### config.mk
export PLATFORM = sky130hd
export DESIGN_NAME = sram_rw_port_ctrl
export DESIGN_NICKNAME = d
export VERILOG_FILES = /design/src/rtl/sram_rw_port_ctrl.sv
export SDC_FILE = /design/constraint.sdc
export NUM_CORES = 1
export LEC_CHECK = 0
export ABC_CLOCK_PERIOD_IN_PS = 11300
export CAP_MARGIN = 20
export CORE_AREA = 2 2 251 253
export DETAILED_ROUTE_END_ITERATION = 10
export DIE_AREA = 0 0 253 255
export SLEW_MARGIN = 10
export SYNTH_ARGS = -nofsm -noshare
export SYNTH_HDL_FRONTEND = slang
export SYNTH_SLANG_ARGS = --single-unit
### constraint.sdc
create_clock -name clock -period 11.3 [get_ports clock]
set_input_delay 2.26 -clock clock [delete_from_list [all_inputs] [get_ports clock]]
set_output_delay 2.26 -clock clock [all_outputs]
set_load 0.03 [all_outputs]
### src/rtl/sram_rw_port_ctrl.sv
// -----------------------------------------------------------------------------
// sram_rw_port_ctrl
//
// Requester-side controller for a single-port 512x152 masked SRAM macro with a
// 1-cycle registered read. It takes read/write commands on a valid/ready
// request channel, drives the macro's RW0 port, and returns read data through
// a small response FIFO so the consumer can back-pressure without losing reads.
//
// Build option:
//   SRAM_INIT_EN  when defined, a power-on scrub writes zero to every address
//                 before the first command is accepted (SCRUB -> RUN FSM).
//                 When undefined there is no FSM and the controller starts in
//                 RUN straight out of reset.
//
// Ports:
//   clock, reset_n        sole clock (also clocks the macro); async active-low reset
//   req_valid/req_ready   command handshake
//   req_write             1 = write, 0 = read
//   req_addr              command address
//   req_wmask             per-lane write enable
//   req_wdata             write data
//   resp_valid/resp_ready read response handshake
//   resp_data             read data, in read-accept order
//   init_done             controller is accepting commands
//   mem_addr/en/wmode/wmask/wdata   to the macro's RW0 port
//   mem_rdata             from RW0_rdata, valid the cycle after a read enable
//
// Handshake rule (both channels): a transfer happens on a rising clock edge
// where valid && ready are both 1. A source holds valid and its payload stable
// until the transfer. req_ready and resp_valid are functions of registered
// state only; neither looks at the other side's valid/ready or at req_write.
// -----------------------------------------------------------------------------
module sram_rw_port_ctrl #(
    parameter int ADDR_W      = 9,
    parameter int LANES       = 8,
    parameter int LANE_W      = 19,
    parameter int QUEUE_DEPTH = 3,
    localparam int DATA_W     = LANES * LANE_W
) (
    input  logic              clock,
    input  logic              reset_n,

    input  logic              req_valid,
    output logic              req_ready,
    input  logic              req_write,
    input  logic [ADDR_W-1:0] req_addr,
    input  logic [LANES-1:0]  req_wmask,
    input  logic [DATA_W-1:0] req_wdata,

    output logic              resp_valid,
    input  logic              resp_ready,
    output logic [DATA_W-1:0] resp_data,

    output logic              init_done,

    output logic [ADDR_W-1:0] mem_addr,
    output logic              mem_en,
    output logic              mem_wmode,
    output logic [LANES-1:0]  mem_wmask,
    output logic [DATA_W-1:0] mem_wdata,
    input  logic [DATA_W-1:0] mem_rdata
);

    localparam int PTR_W = (QUEUE_DEPTH > 1) ? $clog2(QUEUE_DEPTH) : 1;
    localparam int CNT_W = $clog2(QUEUE_DEPTH + 1);

    // ------------------------------------------------------------------
    // Run / scrub control
    // ------------------------------------------------------------------
    logic              run;
    logic              scrub_active;
    logic [ADDR_W-1:0] scrub_addr;

`ifdef SRAM_INIT_EN
    typedef enum logic {
        SCRUB = 1'b0,
        RUN   = 1'b1
    } state_t;

    state_t state;
    state_t state_next;

    always_ff @(posedge clock or negedge reset_n) begin
        if (!reset_n) begin
            state      <= SCRUB;
            scrub_addr <= '0;
        end else begin
            state <= state_next;
            if (state == SCRUB) begin
                scrub_addr <= scrub_addr + 1'b1;
            end
        end
    end

    // Leave SCRUB after the cycle that writes the last address; the address
    // counter wraps back to zero on the same edge.
    always_comb begin
        state_next = state;
        if ((state == SCRUB) && (scrub_addr == '1)) begin
            state_next = RUN;
        end
    end

    assign run          = (state == RUN);
    assign scrub_active = (state == SCRUB);
`else
    assign run          = 1'b1;
    assign scrub_active = 1'b0;
    assign scrub_addr   = '0;
`endif

    assign init_done = run;

    // ------------------------------------------------------------------
    // Space reservation and command issue
    // ------------------------------------------------------------------
    logic              rd_inflight;
    logic [CNT_W-1:0]  q_count;
    logic [CNT_W:0]    reserved;
    logic              space_ok;
    logic              fire;
    logic              rd_fire;

    // A read needs a queue slot for its data one cycle after issue. Counting
    // the in-flight read against the depth guarantees that slot exists, so
    // the queue can never overflow. Writes share the same ready so that
    // req_ready stays independent of req_write; this only holds a write back
    // while the queue is completely reserved.
    assign reserved  = {1'b0, q_count} + {{CNT_W{1'b0}}, rd_inflight};
    assign space_ok  = (reserved < (CNT_W + 1)'(QUEUE_DEPTH));
    assign req_ready = run && space_ok;

    assign fire    = req_valid && req_ready;
    assign rd_fire = fire && !req_write;

    // The macro port is driven straight from the request inputs on the fire
    // cycle; during scrub the scrub writer owns the port.
    always_comb begin
        mem_en    = fire;
        mem_wmode = fire && req_write;
        mem_addr  = req_addr;
        mem_wmask = req_wmask;
        mem_wdata = req_wdata;
        if (scrub_active) begin
            mem_en    = 1'b1;
            mem_wmode = 1'b1;
            mem_addr  = scrub_addr;
            mem_wmask = '1;
            mem_wdata = '0;
        end
    end

    always_ff @(posedge clock or negedge reset_n) begin
        if (!reset_n) begin
            rd_inflight <= 1'b0;
        end else begin
            rd_inflight <= rd_fire;
        end
    end

    // ------------------------------------------------------------------
    // Response queue
    // ------------------------------------------------------------------
    logic [DATA_W-1:0] q_mem [QUEUE_DEPTH];
    logic [PTR_W-1:0]  wr_ptr;
    logic [PTR_W-1:0]  rd_ptr;
    logic              push;
    logic              pop;

    function automatic logic [PTR_W-1:0] ptr_inc(input logic [PTR_W-1:0] p);
        if (p == PTR_W'(QUEUE_DEPTH - 1)) begin
            return '0;
        end
        return p + PTR_W'(1);
    endfunction

    // Read data is captured the cycle after its read enable.
    assign push = rd_inflight;
    assign pop  = resp_valid && resp_ready;

    assign resp_valid = (q_count != '0);
    assign resp_data  = q_mem[rd_ptr];

    always_ff @(posedge clock or negedge reset_n) begin
        if (!reset_n) begin
            wr_ptr  <= '0;
            rd_ptr  <= '0;
            q_count <= '0;
        end else begin
            if (push) begin
                wr_ptr <= ptr_inc(wr_ptr);
            end
            if (pop) begin
                rd_ptr <= ptr_inc(rd_ptr);
            end
            // Simultaneous push and pop leaves the occupancy unchanged, even
            // when full: the head is read out on the same edge the new entry
            // lands in the slot that wr_ptr addresses.
            case ({push, pop})
                2'b10:   q_count <= q_count + CNT_W'(1);
                2'b01:   q_count <= q_count - CNT_W'(1);
                default: q_count <= q_count;
            endcase
        end
    end

    // Payload storage carries no reset; stale entries are unreachable once
    // the pointers and count are cleared.
    always_ff @(posedge clock) begin
        if (push) begin
            q_mem[wr_ptr] <= mem_rdata;
        end
    end

endmodule

==> reports/summary.txt <==
Outcome -> completed
Worst path bufs/invs -> 3
Switching Share -> 0.371
Number of flops mapped to enable cells by yosys -> 456
Fillers -> 5852
Lkg Pwr -> 7.52 nW
Top post-synthesis cells by area -> edfxtp_1 74%, mux2i_1 8.2%, buf_4 6.9%
CTS tree -> yes
Crit-path most repeated cell -> buf_4
Nets -> 1651
Post-CTS Resized -> 0
Critical path data arrival time -> 3.95 ns
Vias per Instance -> 4.50
Fmax -> 161 MHz
CP max stage delay -> 0.79 ns
Num CTS Buffers -> 48
Syn_area_per_cell -> 15.9 um^2
Clock sinks -> 463
Post-CTS Setup Repair Bufs -> 0
Cts hold-fix bufs -> 0
HPWL after DPL -> 45500 um
Syn-to-layout area delta -> 22.1%
Most used DFF post-synth -> edfxtp_1
Setup TNS -> 0 ns
Peak supply drop -> 0.198 mV
Final WL -> 60700 um
Cell area after synthesis -> 0.0186 mm^2
HP Class -> flop to flop
RSZ-0062 raised after global routing -> no
Post-layout min period -> 6.21 ns
Root Buffer -> clkbuf_16
Cell family with the largest share of critical-path delay -> buffers and inverters
TritonRoute pass-1 iters -> 5
Multi-input combinational cell area -> 0.00305 mm^2
Initial Util -> 0.300
Post-synth cell types -> 26
Fin crit share -> 0.550
Max Cap Viol -> 0
Port bufs -> 312
Worst hold slack -> 0.530 ns
Worst-margin pin slew -> 1.05 ns
Switching pwr -> 2.32 mW
Final setup fails -> 0
Area leader, netlist -> edfxtp_1
Critical-path top delay cell -> buf_4
Overall Power -> 6.26 mW
Yosys warnings -> 0
Rel. slew slack -> 0.300
Commonest cells after routing, fill and taps aside -> 456 x edfxtp_1, 312 x clkdlybuf4s50_1, 154 x nand2_1, 154 x o21ai_1, 152 x mux2i_1
Syn_nets -> 1497
Reg clk slew, reported paths -> 0.06 ns
Share of total power in combinational logic -> 0.403
Post-route DRC violation count -> 0
Initial drt markers -> 641
Critical Path RT -> 9.04 ns
WL/cell -> 28.1 um
PD cells -> 275 mW/mm^2
CP startpoint kind -> flop
Cell count after synthesis -> 1168
Yosys top cell area share -> 0.735
CP cell instances -> buf_4, buf_4, mux2i_1, o21ai_1, clkdlybuf4s50_1
FP Rows -> 92
Commonest non-fill, non-tap cell in the layout -> edfxtp_1
CP endpoint kind -> output port
Clock Tree Buf Depth -> 3
Core Area -> 0.0622 mm^2
Seq/Total Area, Yosys -> 0.745
Count of final hold-check violations -> 0
I/O Pins -> 652
ANT nets after route -> 0
Share of layout cells above drive strength 1 -> 0.0675
Internal power -> 3.94 mW
Register area -> 0.0139 mm^2
Async SR Flop Fraction -> 0.0151
Vias in the first global route -> 9504
Max H-tree Level -> 2
Yosys reg bits -> 463
Final Max Tran Viols -> 0
Global route overflow -> 0
Clock insertion delay at the later pin of the skew report -> 0.59 ns
GR Util All Layers -> 0.178
First-pass GRT wire length -> 78900 um
Critical Path Fanout Max -> 50
Die Ht -> 255 um
Setup clock skew after layout -> 0.0192 ns
Routed vias -> 9738
Die Area -> 0.0645 mm^2
Clk pwr share -> 0.246
Initial antenna violation count -> 17
Die Wd -> 253 um
Crit Path Category -> flop to output port
Sequential power share -> 0.352
RePlAce Congestion -> 0.782
Largest net degree at the start of global routing -> 185
[worst register-to-register path: stages (launching register included)]
cell and delay [ns]:
dfrtp_1 0.39, inv_1 0.16, nor3b_4 0.41, buf_4 0.47, buf_4 0.83
[cell usage after synthesis (2+ instances only)]
library cell / count
a21o_1: 3
buf_12: 10
buf_2: 9
buf_4: 172
buf_6: 8
clkbuf_1: 21
dfrtp_1: 7
edfxtp_1: 456
ha_1: 3
inv_1: 3
mux2i_1: 152
nand2_1: 154
nor2_1: 2
nor3_1: 2
o21ai_1: 154
xnor2_1: 2
[final cells by class]
cell class | instances | share of cell area
flip-flops and latches | 463 | 0.610
repair buffers | 325 | 0.142
multi-input cells | 481 | 0.134
clock buffers | 56 | 0.0541
well taps | 799 | 0.0440
clock inverters | 34 | 0.0146
inverters | 3 | 0.000495
diodes | 1 | 0.000110
[path summary, 6_finish.rpt]
path | slack [ns] | from | to | cells after the start
setup / recovery | 5.09 | rd_ptr[0] | resp_data[47] | 5
hold / removal | 0.53 | q_count[1] | q_count[1] | 1
setup reg to reg | 8.57 | push | q_mem[2][69] | 4
hold reg to reg | 0.53 | q_count[1] | q_count[1] | 1
max in group asynchronous | 9.05 | reset_n | rd_ptr[1] | 1
min in group asynchronous | 1.96 | reset_n | push | 1
[cells by family after synthesis]
family / after synthesis / synth area share
AND/OR/NAND/NOR: 163 / 0.0337
adder cells (fa/ha/maj): 3 / 0.00202
buffers and inverters: 224 / 0.0930
multiplexers: 152 / 0.0817
XOR/XNOR: 3 / 0.00141
flip-flops: 463 / 0.745
other: 1 / 0.000201
AO/OA/AOI/OAI: 159 / 0.0433
[state kept, by name, indices dropped and copies added (netlist names)]
name and cells:
q_mem 456, q_count 2, rd_ptr 2, wr_ptr 2, push 1
[per-stage QoR]
step           instance area, um^2  worst slack (ns)  cells  utilization
3_3_place_gp                 21200              5.10   2071        0.341
3_5_place_dp                 21200              5.13   2071        0.341
5_1_grt                      22700              4.88   2161        0.366
2_1_floorplan                18600              3.82   1168            -
6_report                     22700              5.09   2162        0.366
4_1_cts                      22700              4.97   2161        0.366
[layer usage]
metal / up-vias / global-route usage / routed length, um
li1: 4431 / - / -
met1: 4621 / 0.139 / 15800
met2: 553 / 0.320 / 31400
met3: 115 / 0.156 / 11800
met4: 18 / 0.0500 / 1650
met5: - / 0.000752 / 118
[power by group through the flow]
stage	registers, mW	logic [mW]	clock network [mW]
detailed placement	2.24	2.55	0
finish	2.20	2.52	1.54
global route	2.22	2.67	1.65
floorplan	2.23	1.72	0
global placement	2.23	2.56	0
CTS	2.20	2.57	1.59
Power figures use the tool's default switching activity.
